## config.mk

```make
export PLATFORM = sky130hd
export DESIGN_NAME = mem_port_arbiter
export DESIGN_NICKNAME = d
export VERILOG_FILES = /design/src/rtl/mips_mem_pkg.sv /design/src/rtl/mem_port_arbiter.sv
export SDC_FILE = /design/constraint.sdc
export NUM_CORES = 1
export LEC_CHECK = 0
export ABC_AREA = 0
export BUFFER_PORTS_ARGS = -buffer_cell sky130_fd_sc_hd__buf_2
export CAP_MARGIN = 0
export CORE_MARGIN = 2
export CORE_UTILIZATION = 45
export CTS_CLUSTER_DIAMETER = 100
export DETAILED_ROUTE_END_ITERATION = 12
export GPL_ROUTABILITY_DRIVEN = 1
export MAX_ROUTING_LAYER = met4
export PLACE_DENSITY_LB_ADDON = 0.12
export SLEW_MARGIN = 20
export SYNTH_ARGS = -nofsm -noshare
export SYNTH_HDL_FRONTEND = slang
export SYNTH_SLANG_ARGS = --single-unit
```

## constraint.sdc

```tcl
create_clock -name clk -period 6.7 [get_ports clk]
set_clock_uncertainty 0.1 [all_clocks]
set_input_delay 0.67 -clock clk [delete_from_list [all_inputs] [get_ports clk]]
set_output_delay 0.67 -clock clk [all_outputs]
set_load 0.01 [all_outputs]
```

## src/rtl/mips_mem_pkg.sv

```systemverilog
// Shared types and helpers for the IF/MEM unified-memory arbiter.
package mips_mem_pkg;

    typedef enum logic [1:0] {IDLE, ISSUE, WAIT, DONE} arb_state_t;
    typedef enum logic {GNT_I, GNT_D} grant_t;

    // Largest supported RAM latency; the wait counter is sized for it.
    localparam int unsigned LATENCY_MAX = 7;
    localparam int unsigned LAT_W       = $clog2(LATENCY_MAX + 1);

    // Both pending: D wins unless it won last time, so neither side waits behind two grants.
    function automatic grant_t pick_grant(input logic fetch, input logic data, input grant_t last);
        if (fetch && data) begin
            return (last == GNT_D) ? GNT_I : GNT_D;
        end
        return data ? GNT_D : GNT_I;
    endfunction

endpackage

```

## src/rtl/mem_port_arbiter.sv

```systemverilog
// Arbitrates the IF and MEM stages onto one single-ported word RAM with fixed read latency.
module mem_port_arbiter
    import mips_mem_pkg::*;
#(
    parameter int unsigned AW      = 10,
    parameter int unsigned LATENCY = 1,
    parameter int unsigned CNT_W   = 16
) (
    input  logic             clk,
    input  logic             reset,
    input  logic             i_req,
    input  logic [31:0]      i_addr,
    output logic [31:0]      i_rdata,
    output logic             i_ready,
    output logic             i_stall,
    input  logic             d_req,
    input  logic             d_we,
    input  logic [31:0]      d_addr,
    input  logic [31:0]      d_wdata,
    output logic [31:0]      d_rdata,
    output logic             d_ready,
    output logic             d_err,
    output logic             d_stall,
    output logic             ram_en,
    output logic             ram_we,
    output logic [AW-1:0]    ram_addr,
    output logic [31:0]      ram_wdata,
    input  logic [31:0]      ram_rdata,
    output logic [CNT_W-1:0] conflict_cnt
);

    arb_state_t       state;
    arb_state_t       next_state;
    grant_t           last_grant;
    grant_t           grant_c;
    logic             take_c;
    logic             d_misal_c;
    logic             conflict_c;
    logic             misal_q;
    logic             we_q;
    logic [LAT_W-1:0] lat_cnt;
    logic [31:0]      rdata_q;
    logic             unused_addr_bits;

    assign i_stall   = i_req & ~i_ready;
    assign d_stall   = d_req & ~d_ready;
    assign d_misal_c = (d_addr[1:0] != 2'b00);

    // Upper address bits alias; fetch byte offset is simply dropped.
    assign unused_addr_bits = ^{i_addr[31:AW+2], i_addr[1:0], d_addr[31:AW+2]};

    // A requester is blocked by the foreign grant, or both contend while idle.
    assign conflict_c = (state == IDLE) ? (i_stall & d_stall)
                      : ((i_stall & (last_grant == GNT_D)) | (d_stall & (last_grant == GNT_I)));

    // Next-state and grant decision.
    always_comb begin
        next_state = state;
        take_c     = 1'b0;
        grant_c    = pick_grant(i_req, d_req, last_grant);
        case (state)
            IDLE: begin
                if (i_req || d_req) begin
                    take_c     = 1'b1;
                    next_state = ISSUE;
                end
            end
            ISSUE:   next_state = misal_q ? DONE : WAIT;
            WAIT:    if (lat_cnt <= LAT_W'(1)) next_state = DONE;
            DONE:    next_state = IDLE;
            default: next_state = IDLE;
        endcase
    end

    // State register and completion outputs.
    always_ff @(posedge clk or posedge reset) begin
        if (reset) begin
            state   <= IDLE;
            i_ready <= 1'b0;
            d_ready <= 1'b0;
            d_err   <= 1'b0;
            i_rdata <= 32'h0;
            d_rdata <= 32'h0;
        end else begin
            state   <= next_state;
            i_ready <= 1'b0;
            d_ready <= 1'b0;
            d_err   <= 1'b0;
            if (state == DONE) begin
                if (last_grant == GNT_I) begin
                    i_ready <= 1'b1;
                    i_rdata <= rdata_q;
                end else begin
                    d_ready <= 1'b1;
                    d_err   <= misal_q;
                    if (!misal_q && !we_q) d_rdata <= rdata_q;
                end
            end
        end
    end

    // Request latch: grant, access attributes and the one-cycle RAM strobe.
    always_ff @(posedge clk or posedge reset) begin
        if (reset) begin
            last_grant <= GNT_I;
            misal_q    <= 1'b0;
            we_q       <= 1'b0;
            ram_en     <= 1'b0;
            ram_we     <= 1'b0;
            ram_addr   <= '0;
            ram_wdata  <= 32'h0;
        end else begin
            ram_en    <= 1'b0;
            ram_we    <= 1'b0;
            ram_addr  <= '0;
            ram_wdata <= 32'h0;
            if (take_c) begin
                last_grant <= grant_c;
                misal_q    <= (grant_c == GNT_D) && d_misal_c;
                we_q       <= (grant_c == GNT_D) && d_we;
                if (grant_c == GNT_I) begin
                    ram_en   <= 1'b1;
                    ram_addr <= i_addr[AW+1:2];
                end else if (!d_misal_c) begin
                    ram_en    <= 1'b1;
                    ram_we    <= d_we;
                    ram_addr  <= d_addr[AW+1:2];
                    ram_wdata <= d_wdata;
                end
            end
        end
    end

    // Latency countdown; read data is captured in the last wait cycle.
    always_ff @(posedge clk or posedge reset) begin
        if (reset) begin
            lat_cnt <= '0;
            rdata_q <= 32'h0;
        end else begin
            if (state == ISSUE) begin
                lat_cnt <= LAT_W'(LATENCY);
            end else if (state == WAIT && lat_cnt != '0) begin
                lat_cnt <= lat_cnt - LAT_W'(1);
            end
            if (state == WAIT && lat_cnt == LAT_W'(1)) rdata_q <= ram_rdata;
        end
    end

    // Saturating contention counter.
    always_ff @(posedge clk or posedge reset) begin
        if (reset) begin
            conflict_cnt <= '0;
        end else if (conflict_c && conflict_cnt != {CNT_W{1'b1}}) begin
            conflict_cnt <= conflict_cnt + CNT_W'(1);
        end
    end

endmodule

```

# Yosys cells after proc, flatten, opt, wreduce, memory -nomap -nowiden
# Index checks and enable logic that the tools add are counted.
[classes] mux=31 reduce_logical=17 add_sub_neg=2 n_bitwise=9 eq_ne=7 order_cmp=1
[op_table] cell="$mux W32" n=3
[op_table] cell="$mux W10" n=3
[op_table] cell="$mux W1" n=20
[op_table] cell="$add A16 B1 Y16 const B" n=1
[op_table] cell="$ne A16 B16 Y1 const B" n=1
[op_table] cell="$pmux W2 S4" n=1
[op_table] cell="$logic_and A1 B1 Y1" n=7
[op_table] cell="$mux W3" n=2
[op_table] cell="$and A1 B1 Y1" n=5
[op_table] cell="$eq A2 B2 Y1 const B" n=2
[op_table] cell="$mux W2" n=2
[op_table] cell="$reduce_and A2 Y1" n=2
[op_table] cell="$reduce_bool A2 Y1" n=2
[op_table] cell="$eq A3 B1 Y1 const B" n=1
[op_table] cell="$le A3 B1 Y1 const B" n=1
[op_table] cell="$not A1 Y1" n=3
[op_table] cell="$reduce_and A3 Y1" n=1
[op_table] cell="$reduce_bool A3 Y1" n=1
[op_table] cell="$sub A3 B1 Y3 const B" n=1
[op_table] cell="$eq A2 B1 Y1 const B" n=1
[op_table] cell="$logic_not A1 Y1" n=2
[op_table] cell="$logic_not A2 Y1" n=1
[op_table] cell="$ne A2 B1 Y1 const B" n=1
[op_table] cell="$ne A2 B2 Y1 const B" n=1
[op_table] cell="2 further kinds" n=2
[word_totals] ff_bits=167

# Depth between registers and ports, before layout
[depth] word_depth=6 ltp_mapped=8

# Worst setup path after synthesis
# OpenSTA, ideal clock, no wires.
[synth_timing] kind="reg2reg" from="reg state[0]" to="reg conflict_cnt[13]" slack_ns=4.742 n_path_buf=1 arrival_time_ns=1.779 path_stages_with_launch=9 setup_ns=0.079 path_cell_list="dfrtp_1 -> inv_1 -> ha_1 -> buf_6 -> nand2b_2 -> a21boi_4 -> o21ai_2 -> nor4_1 -> xor2_1"
[synth_between] elab_chain_cells=3
[synth_lines] element="from (decl)" line="mem_port_arbiter.sv:32" text="arb_state_t state;"
[synth_lines] element="from (signal assigned)" line="mem_port_arbiter.sv:85" text="state <= next_state;"
[synth_lines] element="$logic_not A2 Y1" line="mem_port_arbiter.sv:53" text="assign conflict_c = (state == IDLE) ? (i_stall & d_stall)"
[synth_lines] element="$mux W1" line="mem_port_arbiter.sv:53"
[synth_lines] element="$logic_and A1 B1 Y1" line="mem_port_arbiter.sv:153" text="end else if (conflict_c && conflict_cnt != {CNT_W{1'b1}}) begin"
[synth_lines] element="to (signal assigned)" line="mem_port_arbiter.sv:154" text="conflict_cnt <= conflict_cnt + CNT_W'(1);"
[synth_lines] element="to (decl)" line="mem_port_arbiter.sv:29" text="output logic [CNT_W-1:0] conflict_cnt"
# No other way between the ends.
# A chain may end at the register's enable or synchronous reset.

# Final worst setup path
# Ends and elaborated chain as after synthesis.

==> results.py <==
metrics = {
    "clocking": {
        "clock-sinks": 167,
        "tritoncts": "built",
        "clk_latency_ns": 0.41,
        "clock_path_buffers": 2,
        "cts_buffers": 17,
        "cts_resized": 0,
        "cts.clk_slew.worst_paths_ns": 0.06,
        "cts_setup_buffers": 0,
        "h-tree-depth": 4,
        "cts_hold_buf": 0,
        "cts-root-buf": "clkbuf_16",
    },
    "layout": {
        "drive_above_1_share_pct": 52.2,
        "layout_commonest_cell": "buf_2",
        "layout_common_cells": "buf_2, dfrtp_1, mux2_2",
        "fin_nets": 818,
        "area.growth.synth_to_final_pct": 28.3,
        "n_fill_cell": 1176,
        "antennaDiodeCount": 0,
        "fin_area_sq_um": 8280,
    },
    "worst_setup_path": {
        "max_stage_delay_ns": 0.43,
        "crit_chain": "inv_1, ha_1, nand2b_2, a21boi_4, o21ai_2, nor4_1, xor2_1",
        "worstPathRequired_ns": 6.94,
        "startpoint_type": "flop",
        "cp.arrival_ns": 2.48,
        "cp_max_fo": 10,
        "slowest_stage": "dfrtp_1",
        "crit_type": "reg2reg",
        "end_kind": "flop",
    },
    "die": {
        "start_util_pct": 46.3,
        "row_count": 43,
        "pin_count": 262,
        "die_w_um": 124,
        "die-area_sq_um": 15300,
        "die_h_um": 124,
        "core_sq_um": 13900,
    },
    "detailed_routing": {
        "dr_total_vias": 4314,
        "drt_iter0_markers": 153,
        "post_drt_wl_per_cell_um": 16.1,
        "drc": 0,
        "ant_nets": 0,
        "avgViaCountPerCell": 4.97,
        "first_pass_iters": 4,
        "wirelength_mm": 13.9,
    },
    "outcome": {
        "status": "finished, final reports clean",
    },
    "placement": {
        "dpl.hpwl_mm": 9.77,
        "placed_cell_area_sq_um": 7730,
        "io_buffers": 219,
        "gp_congestion": 0.773,
    },
    "grt": {
        "grt_use_total_pct": 19.0,
        "grt_pass1_wl_mm": 21.4,
        "grt_overflow": 0,
        "antenna_found_initial": 0,
        "grt_max_degree": 93,
        "grt_pass1_vias": 4410,
    },
    "timing": {
        "rsz0062_at_grt": "false",
        "setup_tns_ns": 0,
        "timing.final.crit_period_ns": 2.24,
        "setup_violations": 0,
        "clock.fmax_mhz": 447,
        "slew_violations": 0,
        "relSlewSlack_pct": 36.2,
        "period_share_pct": 33.4,
        "hold_violations": 0,
        "worst_slew_pin_slew_ns": 0.953,
    },
    "logic_synthesis": {
        "async_flop_share_pct": 100,
        "synthesis.nets": 593,
        "yosys_register_bits": 167,
        "ys.flop_type": "dfrtp_1",
        "yosysSeqAreaShare_pct": 64.8,
        "syn_area_per_cell_sq_um": 14.3,
        "synthDistinctLibCells": 40,
        "synth_area_sq_um": 6450,
        "syn-instance-count": 452,
        "synth-edff-count": 0,
        "yosys_warnings": 0,
    },
    "run": {
        "cap_violations": 0,
    },
    "worst_hold_path": {
        "hold_path.class": "in2async",
    },
    "power": {
        "p_per_area_nw_per_um2": 448,
        "p_leak_uw": 0.00427,
        "peakVddDrop_mv": 0.244,
        "totalPowerFinal_uw": 3710,
    },
}
## registers in the layout (all words and copies together) (netlist names)
name,count
d_rdata,32
i_rdata,32
ram_wdata,32
rdata_q,32
conflict_cnt,16
ram_addr,10
lat_cnt,3
state,2
d_err,1
d_ready,1
i_ready,1
last_grant,1
misal_q,1
ram_en,1
ram_we,1
we_q,1
## per-stage QoR
stage	setup WS (ns)	instances	hold slack (ns)	utilization, %
after global placement	4.25	838	0.384	55.4
after global routing	4.26	868	0.340	59.4
after detailed placement	4.19	838	0.387	55.5
after CTS	4.45	868	0.338	59.4
after floorplan	1.41	452	0.380	-
final	4.46	868	0.311	59.4
## critical path: cells and delay by family, from the launching register on
kind,cells,cell delay (ns)
AO/OA/AOI/OAI,2,0.37
XOR/XNOR,1,0.17
adder cells (fa/ha/maj),1,0.34
buffers and inverters,1,0.09
flip-flops,1,0.43
AND/OR/NAND/NOR,2,0.64
## per-layer routing
layer	vias up	wire, um	part of all wire (%)	GRT usage, %
met2	138	7020	50	31.0
met5	-	0	0	-
met1	2157	5780	42	22.4
met4	0	217	1.6	7.46
li1	2001	-	-	-
met3	18	913	6.6	5.49
## area by class of cell
type,instances,area [sq um],share of cell area [%]
Timing Repair Buffer,222,1120,13.5
Inverter,14,57.6,0.695
Sequential cell,167,4180,50.5
Tap cell,180,225,2.72
Multi-Input combinational cell,255,2150,26.0
Clock inverter,10,108,1.30
Clock buffer,20,437,5.28
## cells in the mapped netlist (all sizes together) (2+ instances only)
library cell	number	share of area (%)
nand3	5	0.39
nand2b	6	0.62
nor3	6	0.64
nand2	17	0.99
a22o	8	1.1
a21oi	6	0.47
nor2	21	1.2
clkbuf	6	0.35
buf	10	0.93
ha	8	1.6
dfrtp	167	65
mux2	99	17
inv	14	0.81
a21boi	3	0.52
mux2i	2	0.31
nor4	3	0.29
xnor2	6	0.81
and2	32	3.1
o21ai	8	0.74
xor2	7	0.95
nand4	7	0.68
## report_power, final
part / leakage, uW / internal, uW / switching (uW) / total [uW]
Combinational: 0.00188 / 626 / 575 / 1200
Sequential: 0.00211 / 1370 / 218 / 1590
Clock: 0.000273 / 541 / 372 / 913
## path summary, 6_finish.rpt
check	from	endpoint	slack, ns	depth (start not counted)
max	state[0]	conflict_cnt[13]	4.46	7
min	reset	ram_addr[7]	0.31	2
max reg2reg	state[0]	conflict_cnt[13]	4.46	7
min reg2reg	i_rdata[31]	i_rdata[31]	0.40	1
max in group asynchronous	reset	ram_wdata[22]	4.75	3
min in group clk	d_wdata[27]	ram_wdata[27]	0.36	2
## cell families (layout without fill, tap and decap cells)
group           Yosys count  in the layout  synth area share (%)
compound gates           32             32                  3.69
xor+xnor                 13             13                  1.77
fa+ha+maj                 8              8                  1.55
buf+inv                  30            266                  2.09
flops                   167            167                  64.8
mux                     101            101                  17.7
simple gates            101            101                  8.46
(Power assumes the default switching activity.)
